==> config.mk <==
export PLATFORM = sky130hd
export DESIGN_NAME = decl_stream_arbiter
export DESIGN_NICKNAME = d
export VERILOG_FILES = /design/src/rtl/decl_stream_arbiter.sv
export SDC_FILE = /design/constraint.sdc
export NUM_CORES = 1
export LEC_CHECK = 0
export CAP_MARGIN = 20
export CELL_PAD_IN_SITES_DETAIL_PLACEMENT = 1
export CELL_PAD_IN_SITES_GLOBAL_PLACEMENT = 1
export CORE_MARGIN = 2
export CORE_UTILIZATION = 23
export CTS_CLUSTER_SIZE = 28
export DETAILED_ROUTE_END_ITERATION = 7
export PLACE_DENSITY_LB_ADDON = 0.1
export SLEW_MARGIN = 20
export SYNTH_ARGS = -nofsm -noshare
export SYNTH_HDL_FRONTEND = slang
export SYNTH_SLANG_ARGS = --single-unit
==> constraint.sdc <==
create_clock -name clk -period 3.3 [get_ports clk]
set_input_delay 0.99 -clock clk [delete_from_list [all_inputs] [get_ports clk]]
set_output_delay 0.99 -clock clk [all_outputs]
set_load 0.01 [all_outputs]
==> src/rtl/decl_stream_arbiter.sv <==
// Two-requester front end for a shared declaration-checker engine: one statement per grant, verdict tagged with id.
// Optional DECL_MAXLEN_EN macro adds a MAX_LEN byte limit per statement (abort on overflow).
module decl_stream_arbiter #(
   parameter logic [7:0] IDLE_CHAR = 8'd32,
   parameter logic [7:0] TERM_CHAR = 8'd59
`ifdef DECL_MAXLEN_EN
   ,
   parameter int         MAX_LEN   = 64
`endif
) (
   input  logic       clk,
   input  logic       reset,
   input  logic       r0_valid,
   input  logic [7:0] r0_data,
   output logic       r0_ready,
   input  logic       r1_valid,
   input  logic [7:0] r1_data,
   output logic       r1_ready,
   output logic [7:0] chk_in,
   output logic       chk_rst,
   input  logic       chk_out,
   output logic       res_valid,
   output logic       res_id,
   output logic       res_ok,
   output logic       err,
   output logic       busy
);

   // Handshake: a requester byte transfers on a cycle where its valid and ready are both high.
   typedef enum logic [1:0] {S_IDLE, S_FWD, S_WAIT, S_ABORT} state_t;

   state_t     state, state_nxt;
   logic       grant, grant_nxt;
   logic       rr_last, rr_last_nxt;
   logic       started, started_nxt;
   logic       g_valid;
   logic [7:0] g_data;

`ifdef DECL_MAXLEN_EN
   localparam int LW = $clog2(MAX_LEN + 1);
   logic [LW-1:0] len, len_nxt;
`endif

   assign g_valid = grant ? r1_valid : r0_valid;
   assign g_data  = grant ? r1_data  : r0_data;
   assign busy    = (state != S_IDLE);

   always_ff @(posedge clk) begin
      if (reset) begin
         state   <= S_IDLE;
         grant   <= 1'b0;
         rr_last <= 1'b1;
         started <= 1'b0;
`ifdef DECL_MAXLEN_EN
         len     <= '0;
`endif
      end else begin
         state   <= state_nxt;
         grant   <= grant_nxt;
         rr_last <= rr_last_nxt;
         started <= started_nxt;
`ifdef DECL_MAXLEN_EN
         len     <= len_nxt;
`endif
      end
   end

   always_comb begin
      state_nxt   = state;
      grant_nxt   = grant;
      rr_last_nxt = rr_last;
      started_nxt = started;
`ifdef DECL_MAXLEN_EN
      len_nxt     = len;
`endif
      case (state)
         S_IDLE: begin
            if (r0_valid || r1_valid) begin
               // Tie goes to whoever was not served last.
               grant_nxt   = (r0_valid && r1_valid) ? ~rr_last : r1_valid;
               state_nxt   = S_FWD;
               started_nxt = 1'b0;
`ifdef DECL_MAXLEN_EN
               len_nxt     = '0;
`endif
            end
         end
         S_FWD: begin
            if (g_valid) begin
               started_nxt = 1'b1;
`ifdef DECL_MAXLEN_EN
               len_nxt     = len + 1'b1;
`endif
               if (g_data == TERM_CHAR)
                  state_nxt = S_WAIT;
`ifdef DECL_MAXLEN_EN
               else if (len == LW'(MAX_LEN - 1))
                  state_nxt = S_ABORT;
`endif
            end else begin
               // A stall before the first byte is just a withdrawn request.
               state_nxt = started ? S_ABORT : S_IDLE;
            end
         end
         S_WAIT, S_ABORT: begin
            rr_last_nxt = grant;
            state_nxt   = S_IDLE;
         end
         default: state_nxt = S_IDLE;
      endcase
   end

   always_comb begin
      r0_ready  = 1'b0;
      r1_ready  = 1'b0;
      chk_in    = IDLE_CHAR;
      chk_rst   = reset;
      res_valid = 1'b0;
      res_id    = 1'b0;
      res_ok    = 1'b0;
      err       = 1'b0;
      if (!reset) begin
         case (state)
            S_FWD: begin
               r0_ready = ~grant;
               r1_ready = grant;
               if (g_valid)
                  chk_in = g_data;
            end
            S_WAIT: begin
               res_valid = 1'b1;
               res_id    = grant;
               res_ok    = chk_out;
            end
            S_ABORT: begin
               chk_rst   = 1'b1;
               res_valid = 1'b1;
               res_id    = grant;
               err       = 1'b1;
            end
            default: ;
         endcase
      end
   end

endmodule

# == Word level (Yosys, flattened, before mapping) ==
# Index checks and enable logic that the tools add are counted.
# totals
ff_bits,5
output_inout_bits,16
in_bits,21
# classes
reduce_logical,9
bitwise_logic,2
muxes,27
eq_ne,7
# ops
cell,count
$mux 8,4
$mux 1,17
$eq 8x6->1 const B,1
$mux 2,4
$pmux 2 s3,1
$eq 2x2->1 const B,2
$ne 2x2->1 const B,2
$reduce_and 2->1,2
$reduce_bool 2->1,2
$ne 3x3->1 const B,1
$reduce_and 3->1,1
$eq 2x1->1 const B,1
$logic_not 2->1,1
$not 1->1,2
$pmux 1 s2,1
$reduce_or 2->1,1
$logic_and 1x1->1,1
$logic_or 1x1->1,1

# == Longest topological paths before layout ==
# Gate-level depths: netlist of the first run.
# logic_depth
depth_word,5
depth_mapped,4
mapped_depth_nobuf,3

# == Least setup slack after synthesis of the first run ==
# Ideal clock, no wire load.
# synth_path
path_type,input -> output
start,input port reset
end,output port chk_in[0]
path_stages,3
t_arrival_ns,1.634
path_slack_ns,0.676
n_path_buf,0
cell_sequence,nor3b_2 -> nand2_1 -> nor2_1
# synth_between
elab_chain_len,1
# synth_lines
element,line_no,source
from (decl),12,"input logic reset,"
$mux 8,122,if (!reset) begin
to (decl),19,"output logic [7:0] chk_in,"
# Every way passes these cells.

# == Worst setup path in the final report of the first run ==
# layout_path
start,input port r0_valid
end,output port chk_in[6]
# layout_between
elab_chain_len,4
# layout_lines
element,line_no,source
from (decl),13,"input logic r0_valid,"
$mux 1,44,assign g_valid = grant ? r1_valid : r0_valid;
$mux 8,127,if (g_valid)
$mux 8,123,case (state)
$mux 8,122,
# Every way passes these cells.

==> impl.org, run 1 <==
** Yosys
- After synthesis, the cell types taking the most area are sky130_fd_sc_hd__dfxtp_1 (21%), sky130_fd_sc_hd__mux2i_1 (17%), sky130_fd_sc_hd__nor2_1 (7.0%).
- Of the post-synthesis cell area, the dominant cell type holds 0.207.
- Averaged over all synthesized cells, the footprint is just over 8 um2.
- The biggest area contributor in the post-synthesis netlist is sky130_fd_sc_hd__dfxtp_1.
- Yosys mapped the design onto 28 distinct sky130hd cell types.
- Synth Net Count :: 80
- The share of the Yosys chip area taken by registers is 0.207.
- Count of yosys warnings during synthesis :: 0
- Counting flops and latches in the post-synthesis netlist gives 5.
- After technology mapping, the gate count stands at 59.
- Summed instance area of the synthesized netlist :: approximately 480 um2

** Cells and area
- Total number of nets in the final design :: 131
- Of the cells placed in the final design, the portion with a size suffix greater than 1 is 0.220.
- Leading cell types in the layout, fill and taps excluded :: sky130_fd_sc_hd__clkdlybuf4s50_1 (21), sky130_fd_sc_hd__buf_4 (12), sky130_fd_sc_hd__nor2_1 (9), sky130_fd_sc_hd__dlygate4sd2_1 (9), sky130_fd_sc_hd__mux2i_1 (8)
- Ant. Diodes :: 0
- Leaving out fill and tap cells, the most frequent cell in the layout is sky130_fd_sc_hd__clkdlybuf4s50_1.
- Synthesis-to-finish area growth :: 99.0%
- Fill cells in the final layout number about 240.
- The finished layout holds between 100 and 150 standard cells, fillers aside.

** Critical path
- In this run the register-to-register setup slack is just under 2000 ps.
- Type of the worst setup path :: in2out
- STA puts the critical path data arrival time at 2190 ps.
- STA classifies the critical path endpoint as an output port.
- Startpoint of the lowest-slack register-to-register path :: state[1]$_SDFFE_PP0P_
- Crit path from :: r0_valid
- The worst register-to-register path ends at state[0]$_SDFFE_PP0P_.
- Largest fanout of any net on the critical path :: 5
- CP required :: 2310 ps
- Critical Path Sink :: chk_in[6]
- Sort of element at the start of the critical path :: primary input
- Measured in cells, the most critical reg-to-reg path has a length of 4.

** Timing
- Setup violations remaining at the end of the flow were counted as 0.
- In the finished design, the share of the clock period the worst path needs comes to 0.963.
- Static timing analysis puts the maximum clock frequency at around 310 MHz.
- For the final routed database, the setup TNS stands at 0 ps.
- Setup repair after global routing left no endpoint under its margin.
- Actual transition at the worst max-transition pin :: 313 ps
- Worst relative slew slack :: 0.791
- Minimum period implied by the final worst setup slack :: around 3200 ps
- Final hold slack :: 479 ps
- Number of hold violations in the final report :: 0
- Count of pins over their slew limit :: 0
- Setup slack on the critical path of the routed design comes to 121 ps.
- Across the routed clock network, the largest skew measured is roughly 4.3 ps.

** Power
- Clock network power share :: 0.304
- Of the total power, the share spent switching nets is 0.320.
- The analysis attributes to cell leakage a power of about 0.43 nW.
- Reg power frac :: 0.277
- Switching component of the power :: 0.0000839 W
- Combinational group share of total power :: 0.419
- Across the VDD grid, the largest voltage drop is 199 uV.
- Internal power comes to roughly 0.00018 W.
- Dividing total power by cell area gives a power density of approximately 270 mW/mm2.

** Hold path
- The worst hold path belongs to the class reg2reg.

** GRT
- Initial antenna violation count :: 0
- Global-route wire length before repair :: slightly above 3000 um
- For this run the aggregate overflow at the end of global routing stands at 0.
- Tot GR Track Use :: 0.165
- Entering global routing, the biggest net connects 16 pins.
- The via count of the first global-routing pass was around 640.

** Clocking
- Clock sink count :: 5
- Maximum level of the CTS H-tree :: 1
- TritonCTS built the clock tree.
- In this run the clock root is driven by a sky130_fd_sc_hd__clkbuf_4.
- Clock Path Buffers :: 2
- TritonCTS Buffers :: 3
- For this design, the CTS-stage hold fixing added 0 buffers.
- Clock latency on the worst-skew pair, taken at its later pin, is about 260 ps.
- Clock transition at the registers of the reported paths :: approximately 50 ps

** Floorplan
- Cell row count :: 16
- The die covers about 0.0025 mm2.
- The die is ~50 um wide.
- The total area inside the core boundary comes to 0.00198 mm2.
- The die is 49.9 um tall.
- Pin placement for this block handled 37 I/O pins.
- The initial utilization of the core area, before any placement, comes to 0.244.

** Placed design
- Setup WS pre-CTS :: -294 ps
- Port buffering added 36 buffers.
- Once detailed placement completed, the half-perimeter wirelength came to around 1400 um.
- The number of placed instances, taps included, is 128.
- Routability-driven placement finished with a final weighted congestion of ~0.83.

** Drt
- The routed layout has 648 vias.
- Total wire length :: 1870 um
- Dividing the detail-routed via count by the number of cells gives around 4.8.
- The pre-antenna-repair detailed-routing pass consisted of 2 iterations.
- Violation count after the first detailed-routing iteration :: 1
- Average wire per standard cell :: between 10 and 15 um
- Once detail routing completed, the nets flagged for antenna violations numbered 0.
- After detailed routing, the number of remaining DRC violations is 0.

** Run
- # Max-Cap Violations :: 0

** Outcome
- Outcome :: completed
-- Yosys cell counts --
library cell                n
sky130_fd_sc_hd__a211o_1    1
sky130_fd_sc_hd__a211oi_1   1
sky130_fd_sc_hd__a21o_1     1
sky130_fd_sc_hd__a21oi_1    1
sky130_fd_sc_hd__and2_1     3
sky130_fd_sc_hd__and3b_1    2
sky130_fd_sc_hd__buf_2      1
sky130_fd_sc_hd__buf_6      1
sky130_fd_sc_hd__dfxtp_1    5
sky130_fd_sc_hd__inv_1      2
sky130_fd_sc_hd__mux2_4     1
sky130_fd_sc_hd__mux2i_1    8
sky130_fd_sc_hd__nand2_1    2
sky130_fd_sc_hd__nand3_1    1
sky130_fd_sc_hd__nand4_1    1
sky130_fd_sc_hd__nand4b_1   2
sky130_fd_sc_hd__nand4bb_1  2
sky130_fd_sc_hd__nor2_1     9
sky130_fd_sc_hd__nor2b_1    3
sky130_fd_sc_hd__nor3b_2    1
sky130_fd_sc_hd__nor4b_1    1
sky130_fd_sc_hd__o2111ai_1  1
sky130_fd_sc_hd__o211ai_1   2
sky130_fd_sc_hd__o21ai_0    3
sky130_fd_sc_hd__o31ai_1    1
sky130_fd_sc_hd__or2_1      1
sky130_fd_sc_hd__or3_1      1
sky130_fd_sc_hd__or3b_1     1
-- worst min-delay path by stage --
stage	end	startpoint	slack (ps)	cells past startpoint
after floorplan	started$_SDFFE_PP0P_	started$_SDFFE_PP0P_	450	2
after global placement	started$_SDFFE_PP0P_	started$_SDFFE_PP0P_	470	2
after detailed placement	started$_SDFFE_PP0P_	started$_SDFFE_PP0P_	480	2
after CTS	started$_SDFFE_PP0P_	started$_SDFFE_PP0P_	490	2
after global routing	started$_SDFFE_PP0P_	started$_SDFFE_PP0P_	500	2
final	started$_SDFFE_PP0P_	started$_SDFFE_PP0P_	480	2
-- flip-flops by register name, indices dropped and copies added (netlist names) --
| signal | cells |
|---|---|
| rr_last | 1 |
| grant | 1 |
| state | 2 |
| started | 1 |
-- per-layer routing --
layer | part of all wire | vias up | wire length, um | track usage
met5 | 0 | - | 0 | 0
met1 | 0.44 | 307 | 817 | 0.200
met3 | 0.037 | 4 | 70 | 0.0242
met4 | 0.017 | 0 | 32 | 0.0833
li1 | - | 319 | - | -
met2 | 0.51 | 18 | 950 | 0.280
-- worst max-delay path: stages --
cell	delay, ps
sky130_fd_sc_hd__clkdlybuf4s50_1	480
sky130_fd_sc_hd__mux2_4	160
sky130_fd_sc_hd__nand2_2	80
sky130_fd_sc_hd__buf_4	150
sky130_fd_sc_hd__buf_4	120
sky130_fd_sc_hd__nor2_1	80
sky130_fd_sc_hd__buf_2	130
-- power groups by stage --
stage               sequential (W)  clock (W)  combinational (W)
floorplan                0.0000712          0          0.0000477
global placement         0.0000733          0           0.000109
detailed placement       0.0000736          0           0.000109
CTS                      0.0000727  0.0000782           0.000112
global route             0.0000736  0.0000843           0.000120
finish                   0.0000728  0.0000797           0.000110
-- cell families after synthesis --
family | count (synthesis) | share of synthesized area
compound gates | 11 | 0.155
buf+inv | 4 | 0.0491
flops | 5 | 0.207
mux | 9 | 0.196
simple gates | 30 | 0.393
-- metrics by stage --
stage | power [W] | instance area [um2] | util
global placement | 0.000182 | 922 | 0.465
floorplan | 0.000119 | 484 | -
global route | 0.000278 | 963 | 0.486
detailed placement | 0.000183 | 922 | 0.465
CTS | 0.000263 | 972 | 0.491
finish | 0.000262 | 963 | 0.486
-- layout make-up --
type / instances / area, um2 / area share
well taps: 27 / 33.8 / 0.0351
clock buffers: 4 / 26.3 / 0.0273
repair buffers: 48 / 424 / 0.440
inverters: 2 / 7.51 / 0.00779
flip-flops and latches: 5 / 100 / 0.104
multi-input cells: 50 / 372 / 0.386
-- repair_timing --
item                                    4_1_cts  5_1_grt
pin swaps                                     2        2
endpoints found under the setup margin       14        9
buffers inserted                              4        0
gates resized for setup                      21        7
No activity file was read; power rests on OpenSTA's default activity.
==> inputs of run 2 (changes only) <==
--- a/config.mk
+++ b/config.mk
@@ -8,12 +8,11 @@
 export CAP_MARGIN = 20
 export CELL_PAD_IN_SITES_DETAIL_PLACEMENT = 1
 export CELL_PAD_IN_SITES_GLOBAL_PLACEMENT = 1
-export CORE_MARGIN = 2
 export CORE_UTILIZATION = 23
 export CTS_CLUSTER_SIZE = 28
 export DETAILED_ROUTE_END_ITERATION = 7
+export GPL_ROUTABILITY_DRIVEN = 0
 export PLACE_DENSITY_LB_ADDON = 0.1
-export SLEW_MARGIN = 20
 export SYNTH_ARGS = -nofsm -noshare
 export SYNTH_HDL_FRONTEND = slang
 export SYNTH_SLANG_ARGS = --single-unit
==> run 2 against run 1 <==
First-iteration DRC count rose to 3.0 times the previous value. Largest power group unchanged. Sequential cell count unchanged. Largest cell class unchanged. Register-to-register slack about the same. Utilization down 0.78 points. Non-clock buffer count down 3. Final cell count down 2.2%. Highest routed layer unchanged. Fmax down 2.1%. Setup slack worse by 69 ps. Combinational power about the same. Critical path depth down 3. Routed wire length down 7.6%.
==> impl.org, run 2 (synthesis results as in run 1) <==
** Outcome
- Outcome :: completed

** Clocking
- Clock sink count :: 5 (unchanged)
- The clock transition at the registers of the reported paths is 50 ps (about the same).
- Maximum level of the CTS H-tree :: 1 (unchanged)
- TritonCTS Buffers :: 3 (unchanged)
- Clk_lat worst skew :: 250 ps (about the same)
- Library cell used as clock root buffer :: sky130_fd_sc_hd__clkbuf_4
- Clock Path Buffers :: 2 (unchanged)
- The number of hold buffers added after CTS came to 0 (unchanged).
- TritonCTS built the clock tree.

** GRT
- Largest net degree at the start of global routing :: 16 (unchanged)
- The combined global-route utilization of all metal layers is 0.174 (+0.00957).
- Initial antenna violation count :: 0 (unchanged)
- The via count of the first global-routing pass came to 598 (-7.0%).
- The first-pass GRT wire length is 2630 um (-15%).
- Total grt overflow :: 0 (unchanged)

** Floorplan
- The initial standard-cell utilization of the core was 0.247 (+0.00249).
- The height of the die is 47.9 um (-4.0%).
- The number of top-level design ports came to 37 (unchanged).
- Placeable core area :: 0.00196 mm2 (-1.0%)
- The x dimension of the die came to 47.9 um (-4.0%).
- The die footprint came to 0.00229 mm2 (-7.9%).
- The placement row count was 16 (unchanged).

** Timing
- The achievable frequency is 308 MHz (-2.1%).
- The post-layout minimum cycle time was 3250 ps (+69.1 ps).
- Actual transition at the worst max-transition pin :: 298 ps (-14.3 ps)
- The number of max-slew violations in the final report came to 0 (unchanged).
- Worst relative slew slack :: 0.801 (+0.00952)
- The final-report hold violation count came to 0 (unchanged).
- The setup TNS is 0 ps (unchanged).
- Count of final setup violators :: 0 (unchanged)
- Share of the cycle needed by the critical path after routing :: 0.984 (+0.0209)
- The worst clock skew is 5.81 ps (+1.48 ps).
- Unrepaired setup endpoints after global routing :: yes
- Final hold slack :: 497 ps (+18.2 ps)

** Drt
- Average wire per standard cell :: 13.0 um (-5.5%)
- The detailed-route DRC error count came to 0 (unchanged).
- Violation count after the first detailed-routing iteration :: 3 (+2)
- The remaining antenna violation count was 0 (unchanged).
- First drt pass iteration count :: 4 (+2)
- Total wire length :: 1730 um (-7.6%)
- The number of vias per cell after detailed routing was 4.74 (-0.43%).
- Via count :: 631 (-2.6%)

** Cells and area
- From synthesis to final layout, the design area changed by 93.8%.
- Commonest non-fill, non-tap cell in the layout :: sky130_fd_sc_hd__clkdlybuf4s50_1
- Ranked by flip-flop count, first place goes to state.
- The final net count came to 128 (-2.3%).
- Leading cell types in the layout, fill and taps excluded :: sky130_fd_sc_hd__clkdlybuf4s50_1 (22), sky130_fd_sc_hd__dlygate4sd2_1 (10), sky130_fd_sc_hd__nor2_1 (9), sky130_fd_sc_hd__mux2i_1 (8), sky130_fd_sc_hd__buf_4 (8)
- The flip-flop count of the largest register after layout is 2 (unchanged).
- Final Instance Area :: 938 um2 (-2.6%)
- The fraction of final layout cells sized beyond drive strength 1 was 0.198 (-0.0221).
- The total inserted antenna cells was 0 (unchanged).

** Placed design
- Placement Cell Area :: 915 um2 (-0.81%)
- The number of port buffers was 36 (unchanged).
- The placed wire-length estimate was 1330 um (-6.8%).

** Critical path
- RR Endpoint :: state[0]$_SDFFE_PP0P_
- The worst setup path is captured at an output port.
- Cells along the critical path :: clkdlybuf4s50_1 > buf_6 > a21o_1 > clkdlybuf4s50_1
- CP arrival :: 2260 ps (+70 ps)
- STA classifies the critical path startpoint as a primary input.
- Depth of the worst register-to-register path :: 4 (unchanged)
- Slowest Stage Delay on Critical Path :: 520 ps (+40 ps)
- Worst reg-to-reg setup slack :: 1940 ps (about the same)
- By startpoint and endpoint, the worst setup path is classified as in2out.
- In this run the worst setup path terminates at chk_rst.
- Counting stages on the worst path, the most repeated cell is sky130_fd_sc_hd__clkdlybuf4s50_1.
- Among all stages on the critical path, the largest delay is contributed by sky130_fd_sc_hd__clkdlybuf4s50_1.
- CP required :: 2310 ps (about the same)
- The worst register-to-register path begins at state[0]$_SDFFE_PP0P_.
- Largest fanout of any net on the critical path :: 7 (+2)
- The most critical setup path has its startpoint at reset.

** Power
- The leakage power came to 0.405 nW (-6.2%).
- The maximum VDD drop was 178 uV (-11%).
- The total power draw came to 0.000255 W (-2.7%).
- Ratio of total power to cell area :: 272 mW/mm2 (about the same)

** Run
- The count of max-cap constraint violations was 0 (unchanged).

** Hold path
- The worst hold path belongs to the class reg2reg.
==> run 2: routing by layer <==
metal	track usage	up-vias	wire length [um]
li1	-	312	-
met2	0.281	27	840
met4	0.117	0	43
met1	0.199	288	731
met5	0	-	0
met3	0.0491	4	113
==> run 2: area by class of cell <==
class	count	area [um2]
Clock buffer	4	26.3
Sequential cell	5	100
Tap cell	27	33.8
Inverter	2	7.51
Timing Repair Buffer	45	399
Multi-Input combinational cell	50	372
Fill cell	270	1020
==> run 2: critical path: cells and delay by family <==
family	cells	cell delay (ps)
compound gates	1	80
buf+inv	3	1180
==> run 2: what timing repair did <==
action,4_1_cts,5_1_grt
setup endpoints to repair,14,5
buffers inserted,2,0
endpoints found under the hold margin,0,0
resized for setup,21,5
==> run 2: worst min-delay path by stage <==
| stage | from | endpoint | slack [ps] | cells past startpoint |
|---|---|---|---|---|
| 6_report | started$_SDFFE_PP0P_ | started$_SDFFE_PP0P_ | 500 | 2 |
| 5_1_grt | started$_SDFFE_PP0P_ | started$_SDFFE_PP0P_ | 530 | 2 |
| 4_1_cts | started$_SDFFE_PP0P_ | started$_SDFFE_PP0P_ | 500 | 2 |
| 3_5_place_dp | started$_SDFFE_PP0P_ | started$_SDFFE_PP0P_ | 490 | 2 |
| 3_3_place_gp | started$_SDFFE_PP0P_ | started$_SDFFE_PP0P_ | 490 | 2 |
| 2_1_floorplan | started$_SDFFE_PP0P_ | started$_SDFFE_PP0P_ | 450 | 2 |
==> run 2: power by group <==
part           switching (W)  leakage [nW]   total, W  internal, W
clock network      0.0000284        0.0150  0.0000743    0.0000459
registers         0.00000702        0.0410  0.0000733    0.0000663
logic              0.0000438         0.349   0.000108    0.0000639
==> run 2: through the flow <==
stage	util	worst slack, ps	instances
floorplan	-	676	59
global placement	0.466	-262	127
detailed placement	0.466	-275	127
CTS	0.487	7.95	133
global route	0.478	-8.99	133
finish	0.478	51.7	133
==> inputs of run 3 (changes only) <==
--- a/config.mk
+++ b/config.mk
@@ -5,11 +5,12 @@
 export SDC_FILE = /design/constraint.sdc
 export NUM_CORES = 1
 export LEC_CHECK = 0
+export ABC_AREA = 0
 export CAP_MARGIN = 20
 export CELL_PAD_IN_SITES_DETAIL_PLACEMENT = 1
 export CELL_PAD_IN_SITES_GLOBAL_PLACEMENT = 1
+export CORE_MARGIN = 3
 export CORE_UTILIZATION = 23
-export CTS_CLUSTER_SIZE = 28
 export DETAILED_ROUTE_END_ITERATION = 7
 export GPL_ROUTABILITY_DRIVEN = 0
 export PLACE_DENSITY_LB_ADDON = 0.1
==> run 3 against run 2 <==
Sequential cell count did not move. Largest cell class unchanged. Sequential power rose by 3.3%. Combinational power about the same. Critical path depth rose by 1. Clock-buffer cell count did not move. Via count grew 2.4%. Final cell count up 1.5%. Global-route usage down 2.0 points. Routed wire length is 11% higher. Clock skew barely moved. Non-clock buffer count grew 4. Die area rose by 17%. Largest power group unchanged.
==> impl.org, run 3 (synthesis results as in run 1) <==
** Critical path
- Slowest cell on the critical path :: sky130_fd_sc_hd__clkdlybuf4s50_1
- Sort of element at the start of the critical path :: primary input
- CP arrival :: 2200 ps (-60 ps)
- The signal on the critical path passes through dlygate4sd2_1 > buf_4 > nor2b_2 > and2_1 > clkdlybuf4s50_1.
- Family of cells with the greatest summed delay on the critical path :: buffers and inverters
- Slowest Stage Delay on Critical Path :: 530 ps (about the same)
- The maximum fanout along the worst path came to 4 (-3).
- The endpoint required time on the critical path was 2310 ps (about the same).
- The setup slack of the most critical reg-to-reg path is 1760 ps (-180 ps).
- The critical path in this run is classified as in2out.
- The worst setup path is captured at an output port.
- The combined buffer and inverter count along the critical path came to 3 (unchanged).

** Cells and area
- The core occupancy in the finished layout came to 0.527 (+0.0490).
- Largest register FFs :: 2 (unchanged)
- Relative to the synthesized area, the layout overhead comes to 102%.
- Fill count :: 230 (-15%)
- Counting flops per register, the top entry is state.
- The fraction of final layout cells sized beyond drive strength 1 is 0.227 (+0.0292).
- The final net count is 132 (+3.1%).
- The top cell types in the final layout, fill and taps aside, are sky130_fd_sc_hd__clkdlybuf4s50_1 (21), sky130_fd_sc_hd__buf_4 (13), sky130_fd_sc_hd__dlygate4sd2_1 (10), sky130_fd_sc_hd__mux2i_1 (8), sky130_fd_sc_hd__nor2_1 (8).
- The total inserted antenna cells is 0 (unchanged).
- The post-route cell area is 980 um2 (+4.4%).
- Commonest non-fill, non-tap cell in the layout :: sky130_fd_sc_hd__clkdlybuf4s50_1

** Power
- The total power divided by cell area is 262 mW/mm2 (-3.5%).
- Largest vdd supply drop :: 330 uV (+86%)
- Leakage :: 0.445 nW (+10%)

** GRT
- Total grt overflow :: 0 (unchanged)
- The first-pass GRT wire length is 3030 um (+15%).
- The initial antenna violation count was 0 (unchanged).
- The combined global-route utilization of all metal layers is 0.154 (-0.0204).
- The largest net degree at the start of global routing came to 11 (-5).
- Number of global-route vias before repair :: 649 (+8.5%)

** Clocking
- The number of hold buffers added after CTS came to 0 (unchanged).
- The clock transition at the registers of the reported paths is 40 ps (about the same).
- In this run the clock root is driven by a sky130_fd_sc_hd__clkbuf_4.
- Clk_lat worst skew :: 240 ps (about the same)
- Clock Path Buffers :: 2 (unchanged)
- The number of buffers added by the clock tree synthesis step came to 3 (unchanged).
- TritonCTS built the clock tree.
- Maximum level of the CTS H-tree :: 1 (unchanged)
- Clock sink count :: 5 (unchanged)

** Timing
- Unrepaired setup endpoints after global routing :: no
- The slew at the pin with the worst max-slew slack was 390 ps (+92.1 ps).
- The worst clock skew came to 6.17 ps (+0.356 ps).
- The achievable frequency is 313 MHz (+1.7%).
- Final critical-path setup slack :: 107 ps (+55.5 ps)
- The relative slew slack is 0.739 (-0.0615).
- The post-route fraction of the period consumed by the critical path is 0.968 (-0.0168).
- Count of final setup violators :: 0 (unchanged)
- The number of max-slew violations in the final report was 0 (unchanged).
- Setup tns final :: 0 ps (unchanged)
- The final-report hold violation count is 0 (unchanged).
- Final hold slack :: 489 ps (-7.38 ps)
- Minimum period implied by the final worst setup slack :: 3190 ps (-55.5 ps)

** Drt
- The total via count in the routed design is 646 (+2.4%).
- The number of violations reported at the end of detailed-routing iteration 0 is 2 (-1).
- ANT nets after route :: 0 (unchanged)
- The number of vias per cell after detailed routing came to 4.79 (+0.86%).
- Average wire per standard cell :: 14.2 um (+9.2%)
- The detailed-route DRC error count was 0 (unchanged).
- The final routed wirelength across all metal layers is 1920 um (+11%).
- The first-pass iteration count of the detailed router was 4 (unchanged).

** Floorplan
- Die X-Extent :: 51.9 um (+8.4%)
- Cell row count :: 15 (-1)
- Floorplan die height :: 51.9 um (+8.4%)
- The die footprint is 0.00269 mm2 (+17%).
- The initial standard-cell utilization of the core is 0.261 (+0.0138).
- Total I/O pin count :: 37 (unchanged)
- Placeable core area :: 0.00186 mm2 (-5.3%)

** Placed design
- Number of buffer cells added on primary ports :: 36 (unchanged)
- The placed wire-length estimate was 1540 um (+15%).
- Placement Cell Area :: 927 um2 (+1.4%)
- Setup WS pre-CTS :: -307 ps (-31.6 ps)

** Outcome
- The flow ran to the end, and the final reports show no timing, DRC or antenna violations.

** Run
- # Max-Cap Violations :: 0 (unchanged)

** Hold path
- The min-delay analysis places its worst path in the category reg2reg.
run 3: cell type report:
class,instances,area (um2),share of cell area
inverter,2,7.51,0.00766
tap,25,31.3,0.0319
timing repair buffer,49,435,0.444
multi-input combinational,50,379,0.387
clock buffer,4,26.3,0.0268
sequential,5,100,0.102
run 3: through the flow:
stage,power [W],cells
after floorplan,0.000119,59
after global placement,0.000183,127
after detailed placement,0.000184,127
after CTS,0.000259,135
after global routing,0.000279,135
final,0.000257,135
run 3: final timing paths:
| kind | from | end | cells after the start |
|---|---|---|---|
| max | reset | err | 5 |
| min | started$_SDFFE_PP0P_ | started$_SDFFE_PP0P_ | 2 |
| max reg2reg | grant$_SDFFE_PP0P_ | state[0]$_SDFFE_PP0P_ | 4 |
| min reg2reg | started$_SDFFE_PP0P_ | started$_SDFFE_PP0P_ | 2 |
run 3: timing repair:
action,4_1_cts,5_1_grt
setup buffers,4,0
resized for setup,25,4
endpoints found under the setup margin,14,3
run 3: worst reg2reg max path, cell delays in order (launching register included):
cell and delay (ps):
sky130_fd_sc_hd__dfxtp_1 550, sky130_fd_sc_hd__mux2_4 360, sky130_fd_sc_hd__buf_4 150, sky130_fd_sc_hd__or3b_1 340
sky130_fd_sc_hd__nand4_1 90
run 3: power breakdown:
part	internal (W)	switching, W	total (W)
clock	0.0000457	0.0000243	0.0000700
sequential	0.0000663	0.00000933	0.0000757
combinational	0.0000675	0.0000440	0.000111
run 3: layer usage:
metal | up-vias | wire (um) | global-route usage | share of wire
met5 | - | 0 | 0 | 0
met4 | 0 | 0 | 0.0262 | 0
met3 | 0 | 150 | 0.0602 | 0.078
met2 | 26 | 985 | 0.270 | 0.51
met1 | 297 | 781 | 0.177 | 0.41
li1 | 323 | - | - | -
